==> src/rtl/fetch_queue.sv <==
// rtl/fetch_queue.sv - instruction fetch queue feeding the IF/ID pipeline register
//
// Owns the fetch PC, issues in-order word requests to a variable-latency
// instruction memory and buffers up to DEPTH {pc, instr} pairs. One
// instruction per cycle is offered to IF/ID; retain holds the head and
// redirect discards everything in flight.
//
// Ports:
//   clk, rst                      clock, synchronous active-high reset
//   imem_req_valid/addr/ready     request channel (word-aligned byte address)
//   imem_resp_valid/data          in-order response channel
//   redirect, redirect_pc         branch/jump from EX/MEM (bits [1:0] ignored)
//   retain                        hazard-unit stall, head is not consumed
//   instr_valid, instr_out, pc_out  head entry (outputs 0 when not valid)
//   resp_error                    sticky: response with nothing outstanding

module fetch_queue #(
    parameter int          DEPTH    = 4,
    parameter logic [31:0] RESET_PC = 32'h0000_0000
) (
    input  logic        clk,
    input  logic        rst,
    output logic        imem_req_valid,
    output logic [31:0] imem_req_addr,
    input  logic        imem_req_ready,
    input  logic        imem_resp_valid,
    input  logic [31:0] imem_resp_data,
    input  logic        redirect,
    input  logic [31:0] redirect_pc,
    input  logic        retain,
    output logic        instr_valid,
    output logic [31:0] instr_out,
    output logic [31:0] pc_out,
    output logic        resp_error
);

    localparam int AW = $clog2(DEPTH);
    localparam int PW = AW + 1;
    localparam logic [PW:0] DEPTH_W = (PW + 1)'(DEPTH);

    logic [31:0]       pc_mem    [DEPTH];
    logic [31:0]       instr_mem [DEPTH];
    logic [DEPTH-1:0]  filled;
    logic [PW-1:0]     head;
    logic [PW-1:0]     tail;
    logic [PW-1:0]     fill;
    logic [PW-1:0]     drop_cnt;
    logic [31:0]       fetch_pc;

    logic [PW-1:0]     count;
    logic [PW-1:0]     unfilled;
    logic [PW:0]       in_flight;
    logic              req_fire;
    logic              resp_drop;
    logic              resp_fill;
    logic              resp_used;
    logic              pop;
    logic [PW-1:0]     redirect_drop;

    assign count    = tail - head;
    assign unfilled = tail - fill;

    // Buffered entries plus responses still to be discarded; capping this
    // at DEPTH keeps drop_cnt from ever exceeding its width.
    assign in_flight = {1'b0, count} + {1'b0, drop_cnt};

    assign imem_req_valid = !rst && (in_flight < DEPTH_W);
    assign imem_req_addr  = fetch_pc;
    assign req_fire       = imem_req_valid && imem_req_ready;

    // Pending drops always belong to requests older than any live entry.
    assign resp_drop = imem_resp_valid && (drop_cnt != '0);
    assign resp_fill = imem_resp_valid && (drop_cnt == '0) && (unfilled != '0);
    assign resp_used = resp_drop || resp_fill;

    assign instr_valid = (count != '0) && filled[head[AW-1:0]];
    assign instr_out   = instr_valid ? instr_mem[head[AW-1:0]] : 32'h0;
    assign pc_out      = instr_valid ? pc_mem[head[AW-1:0]]    : 32'h0;
    assign pop         = instr_valid && !retain && !redirect;

    // Everything issued but not yet answered must be thrown away on a
    // redirect, including a request accepted in the redirect cycle itself.
    assign redirect_drop = unfilled + drop_cnt
                         + {{(PW-1){1'b0}}, req_fire}
                         - {{(PW-1){1'b0}}, resp_used};

    always_ff @(posedge clk) begin
        if (rst) begin
            head       <= '0;
            tail       <= '0;
            fill       <= '0;
            drop_cnt   <= '0;
            filled     <= '0;
            fetch_pc   <= RESET_PC;
            resp_error <= 1'b0;
        end else begin
            if (resp_drop) begin
                drop_cnt <= drop_cnt - 1'b1;
            end else if (resp_fill) begin
                instr_mem[fill[AW-1:0]] <= imem_resp_data;
                filled[fill[AW-1:0]]    <= 1'b1;
                fill                    <= fill + 1'b1;
            end else if (imem_resp_valid) begin
                resp_error <= 1'b1;
            end

            // fill and tail slots cannot alias here: a full queue never issues.
            if (req_fire) begin
                pc_mem[tail[AW-1:0]] <= fetch_pc;
                filled[tail[AW-1:0]] <= 1'b0;
                tail                 <= tail + 1'b1;
                fetch_pc             <= fetch_pc + 32'd4;
            end

            if (pop) begin
                head <= head + 1'b1;
            end

            // Placed last so it overrides every update above.
            if (redirect) begin
                head     <= '0;
                tail     <= '0;
                fill     <= '0;
                filled   <= '0;
                fetch_pc <= {redirect_pc[31:2], 2'b00};
                drop_cnt <= redirect_drop;
            end
        end
    end

endmodule

==> config.mk <==
export PLATFORM = sky130hd
export DESIGN_NAME = fetch_queue
export DESIGN_NICKNAME = d
export VERILOG_FILES = /design/src/rtl/fetch_queue.sv
export SDC_FILE = /design/constraint.sdc
export NUM_CORES = 1
export LEC_CHECK = 0
export BUFFER_PORTS_ARGS = -buffer_cell sky130_fd_sc_hd__buf_2
export CAP_MARGIN = 20
export CORE_AREA = 5 5 194 196
export CTS_CLUSTER_DIAMETER = 60
export DETAILED_ROUTE_END_ITERATION = 12
export DIE_AREA = 0 0 199 201
export PLACE_DENSITY = 0.51
export SLEW_MARGIN = 20
export SYNTH_ARGS = -nofsm -noshare
export SYNTH_HDL_FRONTEND = slang
export SYNTH_SLANG_ARGS = --single-unit
==> constraint.sdc <==
create_clock -name clk -period 6.2 [get_ports clk]
set_clock_uncertainty 0.05 [all_clocks]
set_input_delay 0.93 -clock clk [delete_from_list [all_inputs] [get_ports clk]]
set_output_delay 0.93 -clock clk [all_outputs]
set_load 0.03 [all_outputs]
==> results.ini, run 1 <==
[outcome]
outcome = finished, final reports clean

[floorplan]
dieWidth_um = 199
floorplan.initialDensity = 0.342
floorplan.rows = 70
die_height_um = 201
num_io_pins = 169
placeableCoreArea_um2 = 35900
die_area_um2 = 40000

[clocking]
htreeDepth = 2
cts_setup_buffers = 0
cts.repair.resized = 0
cts_buffers = 35
clkSlewWorstSetupHoldPaths_ns = 0.06
tritoncts = done
insertion_delay_ns = 0.50
ctsHoldBuffers = 0
bufs_on_longest_clock_path = 3
clock-root-buffer = sky130_fd_sc_hd__clkbuf_16
total_number_of_clock_tree_sinks = 297

[cells_and_area]
final-seq-area_um2 = 8430
area_growth_pct = 19.9
finish.net_count = 1006
n_antenna_cell = 0
layout.filler_cells = 3329
footprint_of_the_multi_input_gates_um2 = 3600
drive_above_1_share = 0.318
non_filler_cells_in_the_finished_layout = 1406

[placed_design]
detailedPlace.worstSlack_ns = 1.87
numPlacedInstances = 1345
io_buffers = 162
detailed_place_hpwl_um = 17800
gp_congestion = 0.791

[logic_synthesis]
synthCells = 743
synth_simple_gate_area_share = 0.0927
synth.mux.area_fraction = 0.116
synthXorXnorAreaFrac = 0.0287
synth_top_family_by_area = multiplexers
synth_async_sr_flop_share = 0
synth_edf_count = 248
synthAdderAreaFrac = 0.0249
yosys_register_bits = 297
synth-seq-area-share = 0.687
synthDistinctLibCells = 47
postSynth.topFlopCell = sky130_fd_sc_hd__edfxtp_1
synth_compound_area_frac = 0.0283
post_synth_instance_area_um2 = 12300
synth_warnings = 0
synth_area_per_cell_um2 = 16.5

[worst_hold_path]
hp-class = flop to flop
hold-path-cell-count = 2

[run]
max_cap_violations = 0

[grt]
met3_resource_use_gr = 0.0242
met2_usage = 0.225
grt_pass1_vias = 7287
global_route.peak_usage_layer = met2
grt_util_met1 = 0.196
grt_antenna_before_repair = 1
grt_first_pass_wirelength_um = 43400
grt_max_degree = 51
grt_remaining_overflow = 0
grtUsageTotal = 0.140

[route]
first_pass_iters = 4
ant_nets = 0
routed_wirelength_um = 28000
violation_count_after_the_first_detailed_route_iteration = 389
post_detailed_route_drc_marker_count = 0
route.detailed.vias_per_inst = 4.88
num_vias = 6862
wire_per_inst_um = 19.9

[sta]
timing.final.max_slew_violations = 0
relSlewSlack = 0.331
finalSetupTns_ns = 0
timing.final.crit_share = 0.699
post-route-min-period_ns = 4.33
finalWorstSetupSlack_ns = 1.87
timing.final.setup_violations = 0
rsz0062_at_grt = false
tightest_slew_ns = 1.00
final_hold_viol_count = 0
max_freq_mhz = 231

[worst_setup_path]
worstPathMaxFanout = 17
worst-r2r-cell-count = 10
setup.worst_path.class = flop to flop
worstSetupEndpointType = flop
timing.critical_path.from_type = flop
critical_path_required_ns = 6.32
critPathArrivalTime_ns = 4.46

[power_and_ir_drop]
irDropWorstVdd_uv = 172
cellPowerDensity_nw_per_um2 = 307
cellLeakagePower_nw = 5.07

## report_power, final
part | total (mW) | leakage, nW | switching (mW) | internal, mW
Clock | 1.95 | 0.534 | 0.777 | 1.17
Sequential | 2.27 | 2.66 | 0.0489 | 2.22
Combinational | 0.301 | 1.87 | 0.177 | 0.124
## cell type report
type / count / area share
well taps: 468 / 0.0398
repair buffers: 175 / 0.0626
multi-input cells: 384 / 0.244
clock inverters: 18 / 0.0101
flip-flops and latches: 297 / 0.573
inverters: 21 / 0.00536
clock buffers: 43 / 0.0645
## Yosys cell counts (5+ instances only)
library cell	number	share of area
sky130_fd_sc_hd__nor4_1	9	0.0046
sky130_fd_sc_hd__clkbuf_1	29	0.0089
sky130_fd_sc_hd__edfxtp_1	248	0.61
sky130_fd_sc_hd__buf_1	5	0.0015
sky130_fd_sc_hd__a211oi_1	18	0.011
sky130_fd_sc_hd__o21ai_0	5	0.0020
sky130_fd_sc_hd__nand4_1	9	0.0046
sky130_fd_sc_hd__nor2_1	42	0.013
sky130_fd_sc_hd__and2_1	9	0.0046
sky130_fd_sc_hd__nor3_1	11	0.0045
sky130_fd_sc_hd__nor2b_1	62	0.032
sky130_fd_sc_hd__a21oi_1	16	0.0065
sky130_fd_sc_hd__inv_1	20	0.0061
sky130_fd_sc_hd__mux4_2	63	0.12
sky130_fd_sc_hd__xnor2_1	29	0.021
sky130_fd_sc_hd__dfxtp_1	49	0.080
sky130_fd_sc_hd__ha_1	18	0.018
sky130_fd_sc_hd__and4_1	5	0.0036
sky130_fd_sc_hd__nand2_1	28	0.0086
sky130_fd_sc_hd__nand3_1	8	0.0033
sky130_fd_sc_hd__xor2_1	6	0.0043
sky130_fd_sc_hd__buf_2	6	0.0024
## state kept, by name, summed over array words and instances, names as in the netlist, named ones only
name           flops
head               3
pc_mem           120
resp_error         1
drop_cnt           3
tail               3
filled             4
fill               3
instr_mem        128
imem_req_addr     30
## metal layers
metal,vias up,routed length (um)
li1,3171,-
met1,3493,12500
met2,149,13500
met3,47,1230
met4,2,744
met5,-,13
## through the flow
step                cell area, um^2  hold slack (ns)  utilization  total power [mW]
finish                        14700            0.436        0.410              4.52
global route                  14700            0.471        0.410              4.71
CTS                           14700            0.440        0.410              4.58
detailed placement            13600            0.416        0.379              2.61
global placement              13600            0.415        0.379              2.61
floorplan                     12300            0.431            -              2.50
## layout by cell type, fill, tap and decap left out, types with 7 or more instances in the layout
cell,Yosys,final
sky130_fd_sc_hd__ha_1,18,18
sky130_fd_sc_hd__nand4_1,9,9
sky130_fd_sc_hd__buf_2,6,162
sky130_fd_sc_hd__nand3_1,8,8
sky130_fd_sc_hd__nor2b_1,62,62
sky130_fd_sc_hd__dfxtp_1,49,47
sky130_fd_sc_hd__nor3_1,11,11
sky130_fd_sc_hd__nor4_1,9,9
sky130_fd_sc_hd__mux4_2,63,63
sky130_fd_sc_hd__and2_1,9,9
sky130_fd_sc_hd__nor2_1,42,42
sky130_fd_sc_hd__clkinv_1,1,7
sky130_fd_sc_hd__nand2_1,28,28
sky130_fd_sc_hd__buf_4,4,12
sky130_fd_sc_hd__inv_1,20,20
sky130_fd_sc_hd__clkbuf_16,0,37
sky130_fd_sc_hd__a211oi_1,18,18
sky130_fd_sc_hd__xnor2_1,29,29
sky130_fd_sc_hd__a21oi_1,16,16
sky130_fd_sc_hd__edfxtp_1,248,248
## critical path, cell delays in order (launching register included)
cell and delay, ns:
sky130_fd_sc_hd__dfxtp_1 0.34, sky130_fd_sc_hd__inv_1 0.16, sky130_fd_sc_hd__ha_1 0.17, sky130_fd_sc_hd__inv_1 0.05, sky130_fd_sc_hd__fa_1 0.37, sky130_fd_sc_hd__xnor3_1 0.30, sky130_fd_sc_hd__ha_1 0.27, sky130_fd_sc_hd__nor4_1 0.51
sky130_fd_sc_hd__and3_1 0.49, sky130_fd_sc_hd__and2_1 0.86, sky130_fd_sc_hd__buf_4 0.42
## path summary, 6_finish.rpt
| kind | startpoint | to | slack (ns) |
|---|---|---|---|
| worst max-delay path | tail[0] | pc_mem[2][23] | 1.87 |
| worst min-delay path | resp_error | resp_error | 0.44 |
| worst max register to register | tail[0] | pc_mem[2][23] | 1.87 |
| worst min register to register | resp_error | resp_error | 0.44 |
## logic make-up (layout without fill, tap and decap cells)
group	count (synthesis)	count (layout)
other	1	4
AOI/OAI and AO/OA	52	52
and+or+nand+nor	205	205
xor gates and xnor gates	37	37
DFF	297	297
adders and majority gates	22	22
buffers and inverters	65	257
muxes	64	64
No activity file was read; power rests on OpenSTA's default activity.
==> run 2: changes to the inputs <==
--- a/config.mk
+++ b/config.mk
@@ -5,13 +5,14 @@
 export SDC_FILE = /design/constraint.sdc
 export NUM_CORES = 1
 export LEC_CHECK = 0
+export ABC_AREA = 1
 export BUFFER_PORTS_ARGS = -buffer_cell sky130_fd_sc_hd__buf_2
 export CAP_MARGIN = 20
-export CORE_AREA = 5 5 194 196
+export CORE_AREA = 5 5 201 203
 export CTS_CLUSTER_DIAMETER = 60
 export DETAILED_ROUTE_END_ITERATION = 12
-export DIE_AREA = 0 0 199 201
-export PLACE_DENSITY = 0.51
+export DIE_AREA = 0 0 206 208
+export PLACE_DENSITY = 0.5
 export SLEW_MARGIN = 20
 export SYNTH_ARGS = -nofsm -noshare
 export SYNTH_HDL_FRONTEND = slang
==> constraint.sdc (replaced) <==
create_clock -name clk -period 4.5 [get_ports clk]
set_clock_uncertainty 0.05 [all_clocks]
set_input_delay 0.675 -clock clk [delete_from_list [all_inputs] [get_ports clk]]
set_output_delay 0.675 -clock clk [all_outputs]
set_load 0.03 [all_outputs]
==> run 2 against run 1 <==
Against the previous run: register-to-register slack worse by 0.91 ns; largest power group unchanged; combinational power up 23%; synthesized area up 7.5%; wire length up 22%; clock power rose by 49%.
==> results.ini, run 2 <==
[outcome]
outcome = finished, final reports clean

[floorplan]
die_height_um = 208
dieWidth_um = 206
floorplan.rows = 72
placeableCoreArea_um2 = 38300
floorplan.initialDensity = 0.344
die_area_um2 = 42800
num_io_pins = 169

[route]
first_pass_iters = 4
routed_wirelength_um = 34300
violation_count_after_the_first_detailed_route_iteration = 470
route.detailed.vias_per_inst = 4.72
wire_per_inst_um = 17.2
post_detailed_route_drc_marker_count = 0
ant_nets = 0
num_vias = 9441

[clocking]
cts_setup_buffers = 0
ctsHoldBuffers = 0
htreeDepth = 2
tritoncts = done
total_number_of_clock_tree_sinks = 297
bufs_on_longest_clock_path = 3
cts_buffers = 39
clock-root-buffer = sky130_fd_sc_hd__clkbuf_16
clkSlewWorstSetupHoldPaths_ns = 0.05
insertion_delay_ns = 0.52
cts.repair.resized = 0

[grt]
grt_max_degree = 76
grt_remaining_overflow = 0
grt_first_pass_wirelength_um = 53400
grt_antenna_before_repair = 1
grt_pass1_vias = 9376
grtUsageTotal = 0.158

[sta]
relSlewSlack = 0.403
timing.final.max_slew_violations = 0
max_freq_mhz = 241
finalSetupTns_ns = 0
finalHoldWorstSlack_ns = 0.330
post-route-min-period_ns = 4.15
final_hold_viol_count = 0
timing.final.setup_violations = 0
tightest_slew_ns = 0.896
rsz0062_at_grt = false
timing.final.crit_share = 0.922

[cells_and_area]
largest_register_ff_count = 128
area_growth_pct = 19.6
finish.net_count = 1542
drive_above_1_share = 0.203
layout_commonest_cell = sky130_fd_sc_hd__nor2_1
layout_common_cells = sky130_fd_sc_hd__nor2_1, sky130_fd_sc_hd__edfxtp_1, sky130_fd_sc_hd__buf_2
n_antenna_cell = 0

[logic_synthesis]
synthCells = 1288
synth_edf_count = 248
post-synth-top-area-cell = sky130_fd_sc_hd__edfxtp_1
synth-seq-area-share = 0.639
synth_async_sr_flop_share = 0
postSynth.topFlopCell = sky130_fd_sc_hd__edfxtp_1
netlist_top_cells_count = sky130_fd_sc_hd__nor2_1, sky130_fd_sc_hd__edfxtp_1, sky130_fd_sc_hd__o21ai_0
synthDistinctLibCells = 34
synth_area_per_cell_um2 = 10.2
yosys_register_bits = 297
synth_warnings = 0
post_synth_instance_area_um2 = 13200
yosys.cell_count.top_type = sky130_fd_sc_hd__nor2_1
post-synth-top-area-fraction = 0.565
synth.top_cells.by_area = sky130_fd_sc_hd__edfxtp_1, sky130_fd_sc_hd__nor2_1, sky130_fd_sc_hd__dfxtp_1

[worst_setup_path]
setup.reg_to_reg.worst_slack_ns = 0.96
critPathArrivalTime_ns = 3.42
worstPathMaxFanout = 30
setup.worst_path.class = flop to output port
worstSetupEndpointType = output port
critical_path_required_ns = 3.77
worst-r2r-cell-count = 24
critical_path.reg2reg.endpoint = drop_cnt[2]
timing.critical_path.from_type = flop
regToRegStartpoint = tail[0]

[power_and_ir_drop]
cellPowerDensity_nw_per_um2 = 406
irDropWorstVdd_uv = 225
cellLeakagePower_nw = 6.00

[placed_design]
gp_congestion = 0.787
io_buffers = 162
detailed_place_hpwl_um = 21500

[worst_hold_path]
min_from = imem_resp_data[13]
worst_hold_path.endpoint = instr_mem[1][13]
hold-path-cell-count = 1
hp-class = input pin to flop

[run]
max_cap_violations = 0

-- run 2: worst max-delay path by stage --
| stage | start | endpoint | slack, ns |
|---|---|---|---|
| 2_1_floorplan | tail[0] | pc_mem[0][10] | 0.66 |
| 3_3_place_gp | tail[0] | instr_out[19] | 0.85 |
| 3_5_place_dp | tail[0] | instr_out[19] | 0.83 |
| 4_1_cts | tail[0] | instr_out[19] | 0.27 |
| 5_1_grt | tail[0] | instr_out[30] | 0.02 |
| 6_report | tail[0] | instr_out[19] | 0.35 |
-- run 2: report_power, final --
| part | leakage [nW] | switching [mW] | total [mW] | internal [mW] |
|---|---|---|---|---|
| Sequential | 2.67 | 0.0664 | 3.11 | 3.04 |
| Combinational | 2.73 | 0.248 | 0.369 | 0.121 |
| Clock | 0.596 | 1.17 | 2.91 | 1.74 |
| Total | 6.00 | 1.48 | 6.39 | 4.91 |
-- run 2: final cells by class --
type	count	area, um^2
repair buffers	181	953
clock inverters	23	183
well taps	518	648
clock buffers	49	1050
fillers	3790	22500
multi-input cells	842	4150
flip-flops and latches	297	8430
inverters	89	337
-- run 2: kinds of logic (layout without fill, tap and decap cells) --
family	count (synthesis)	after routing	synth area share
fa+ha+maj	22	22	0.0232
xor+xnor	13	13	0.00864
other cells	1	4	0.000284
compound gates	270	270	0.104
flops	297	297	0.639
buf+inv	152	342	0.0498
simple gates	533	533	0.175
-- run 2: through the flow --
stage                     instances  worst slack (ns)   util  cell area, um^2  power [mW]
after floorplan                1291             0.660      -            13200        3.40
after global routing           1999            0.0209  0.412            15800        6.67
after CTS                      1999             0.268  0.412            15800        6.48
final                          1999             0.352  0.412            15800        6.39
after global placement         1927             0.852  0.379            14500        3.53
after detailed placement       1927             0.833  0.379            14500        3.54
-- run 2: critical path, cell delays in order (launching register included) --
cell                      delay (ns)
sky130_fd_sc_hd__dfxtp_1        0.33
sky130_fd_sc_hd__inv_1          0.18
sky130_fd_sc_hd__ha_1           0.19
sky130_fd_sc_hd__inv_1          0.05
sky130_fd_sc_hd__fa_1           0.37
sky130_fd_sc_hd__inv_1          0.06
sky130_fd_sc_hd__nand2_1        0.06
sky130_fd_sc_hd__nand2_1        0.07
sky130_fd_sc_hd__nand2_1        0.06
sky130_fd_sc_hd__nand3_1        0.13
sky130_fd_sc_hd__nand2_2        0.45
sky130_fd_sc_hd__buf_4          0.44
sky130_fd_sc_hd__a21oi_1        0.26
sky130_fd_sc_hd__buf_2          0.25
-- run 2: per-layer routing --
layer  vias to the layer above  routed length (um)  global-route usage  part of all wire
li1                       4691                   -                   -                 -
met1                      4480               16000               0.216              0.47
met2                       220               16100               0.262              0.47
met3                        48                1540              0.0268             0.045
met4                         2                 616              0.0383             0.018
met5                         -                  13                   0           0.00038
==> run 3: changes to the inputs <==
--- a/config.mk
+++ b/config.mk
@@ -6,13 +6,13 @@
 export NUM_CORES = 1
 export LEC_CHECK = 0
 export ABC_AREA = 1
-export BUFFER_PORTS_ARGS = -buffer_cell sky130_fd_sc_hd__buf_2
 export CAP_MARGIN = 20
 export CORE_AREA = 5 5 201 203
 export CTS_CLUSTER_DIAMETER = 60
 export DETAILED_ROUTE_END_ITERATION = 12
 export DIE_AREA = 0 0 206 208
-export PLACE_DENSITY = 0.5
+export DONT_BUFFER_PORTS = 1
+export PLACE_DENSITY = 0.46
 export SLEW_MARGIN = 20
 export SYNTH_ARGS = -nofsm -noshare
 export SYNTH_HDL_FRONTEND = slang
==> run 3 against run 2 <==
Against the previous run: cell area down 3.6%; sequential share of layout area up 2.0 points; die area unchanged; power about the same; setup slack better by 0.026 ns; non-clock buffer count down 137; sequential power up 1%; cell count down 7.0%; count of clock-buffer cells in the layout unchanged; global-route usage up 0.56 points.
==> results.ini, run 3 (synthesized netlist as in run 2, its figures left out) <==
[outcome]
outcome = finished, final reports clean

[power_and_ir_drop]
cellPowerDensity_nw_per_um2 = 421
irDropWorstVdd_uv = 281
cellLeakagePower_nw = 5.39

[sta]
timing.final.crit_share = 0.916
timing.final.max_slew_violations = 0
rsz0062_at_grt = false
finalSetupTns_ns = 0
timing.final.setup_violations = 0
relSlewSlack = 0.379
tightest_slew_ns = 0.931
max_freq_mhz = 243
final_hold_viol_count = 0
post-route-min-period_ns = 4.12

[clocking]
insertion_delay_ns = 0.55
cts_setup_buffers = 0
total_number_of_clock_tree_sinks = 297
cts_buffers = 39
ctsHoldBuffers = 0
tritoncts = done
htreeDepth = 2
clkSlewWorstSetupHoldPaths_ns = 0.05
cts.repair.resized = 0
clock-root-buffer = sky130_fd_sc_hd__clkbuf_16
bufs_on_longest_clock_path = 3

[placed_design]
detailed_place_hpwl_um = 22000
gp_congestion = 0.784
numPlacedInstances = 1790
postPlaceCellArea_um2 = 13900
io_buffers = 0

[grt]
grt_pass1_vias = 9077
grt_antenna_before_repair = 0
grt_remaining_overflow = 0
grt_first_pass_wirelength_um = 54200
grt_max_degree = 75
grtUsageTotal = 0.163

[route]
route.detailed.vias_per_inst = 4.80
num_vias = 8934
wire_per_inst_um = 18.9
post_detailed_route_drc_marker_count = 0
first_pass_iters = 4
ant_nets = 0
routed_wirelength_um = 35200
violation_count_after_the_first_detailed_route_iteration = 459

[worst_hold_path]
hold-path-cell-count = 1
worst_hold_path.endpoint = resp_error
hp-class = input pin to flop
min_from = rst

[worst_setup_path]
critPathArrivalTime_ns = 3.40
worst-r2r-cell-count = 23
regToRegStartpoint = tail[0]
setup.reg_to_reg.worst_slack_ns = 0.80
setup.worst_path.class = flop to output port
worstSetupEndpointType = output port
timing.critical_path.from_type = flop
critical_path_required_ns = 3.77
critical_path.reg2reg.endpoint = drop_cnt[2]
worstPathMaxFanout = 22

[cells_and_area]
largest_register_ff_count = 128
area_growth_pct = 15.2
n_antenna_cell = 0
final_cell_area_um2 = 15200
drive_above_1_share = 0.125
non_filler_cells_in_the_finished_layout = 1860
layout_common_cells = sky130_fd_sc_hd__nor2_1, sky130_fd_sc_hd__edfxtp_1, sky130_fd_sc_hd__o21ai_0
finish.net_count = 1405
layout.filler_cells = 3776
layout_commonest_cell = sky130_fd_sc_hd__nor2_1

[floorplan]
floorplan.rows = 72
dieWidth_um = 206
die_height_um = 208
placeableCoreArea_um2 = 38300
die_area_um2 = 42800
floorplan.initialDensity = 0.344
num_io_pins = 169

[run]
max_cap_violations = 0

run 3: cell count changes in the layout (fill, tap and decap cells not counted):
cell | before | now
sky130_fd_sc_hd__buf_12 | 0 | 3
sky130_fd_sc_hd__buf_4 | 19 | 41
sky130_fd_sc_hd__nor2_2 | 13 | 11
sky130_fd_sc_hd__clkinvlp_4 | 4 | 0
sky130_fd_sc_hd__clkinv_1 | 7 | 3
sky130_fd_sc_hd__nor2_4 | 18 | 20
sky130_fd_sc_hd__clkinv_2 | 6 | 11
sky130_fd_sc_hd__inv_8 | 3 | 1
sky130_fd_sc_hd__buf_2 | 162 | 0
sky130_fd_sc_hd__clkinv_4 | 0 | 1
sky130_fd_sc_hd__clkbuf_1 | 7 | 5
sky130_fd_sc_hd__inv_6 | 3 | 5
sky130_fd_sc_hd__clkbuf_8 | 2 | 4
run 3: worst max path at each step:
| stage | from | end | slack, ns | cells after the start |
|---|---|---|---|---|
| 3_5_place_dp | tail[0] | drop_cnt[2] | 0.78 | 23 |
| 6_report | tail[0] | instr_out[11] | 0.38 | 11 |
| 2_1_floorplan | tail[0] | pc_mem[0][10] | 0.66 | 13 |
| 5_1_grt | tail[0] | instr_out[13] | 0.13 | 13 |
| 3_3_place_gp | tail[0] | drop_cnt[2] | 0.81 | 23 |
| 4_1_cts | tail[0] | instr_out[11] | 0.27 | 11 |
run 3: layer usage:
layer / vias to the layer above / GRT usage / part of all wire
met4: 0 / 0.0461 / 0.018
met1: 4276 / 0.202 / 0.43
met2: 199 / 0.273 / 0.48
li1: 4416 / - / -
met5: - / 0 / 0
met3: 43 / 0.0537 / 0.076
run 3: report_power, final:
part           internal [mW]  switching (mW)  leakage (nW)
registers               3.04           0.110          2.67
clock network           1.77            1.20         0.621
logic                 0.0909           0.175          2.10
total                   4.90            1.49          5.39
run 3: stage by stage:
step	hold WS, ns	worst slack, ns	utilization	power, mW
global placement	0.401	0.811	0.364	3.48
CTS	0.105	0.268	0.397	6.49
floorplan	0.381	0.660	-	3.40
finish	0.139	0.378	0.397	6.39
global route	0.122	0.128	0.397	6.65
detailed placement	0.405	0.776	0.364	3.48
run 3: area by class of cell:
| type | count | area (um^2) | share of cell area |
|---|---|---|---|
| Clock buffer | 49 | 1070 | 0.0708 |
| Clock inverter | 21 | 166 | 0.0110 |
| Inverter | 89 | 337 | 0.0222 |
| Tap cell | 518 | 648 | 0.0427 |
| Timing Repair Buffer | 44 | 368 | 0.0242 |
| Multi-Input combinational cell | 842 | 4160 | 0.274 |
| Sequential cell | 297 | 8430 | 0.555 |
run 3: critical path, cell delays in order (launching register included):
cell and delay [ns]:
sky130_fd_sc_hd__dfxtp_1 0.32, sky130_fd_sc_hd__inv_1 0.15, sky130_fd_sc_hd__ha_1 0.18, sky130_fd_sc_hd__inv_1 0.05, sky130_fd_sc_hd__fa_1 0.49, sky130_fd_sc_hd__nor2_1 0.12, sky130_fd_sc_hd__nand3_1 0.13, sky130_fd_sc_hd__nand2_2 0.49
sky130_fd_sc_hd__buf_4 0.43, sky130_fd_sc_hd__buf_4 0.24, sky130_fd_sc_hd__a21oi_1 0.06, sky130_fd_sc_hd__buf_4 0.18
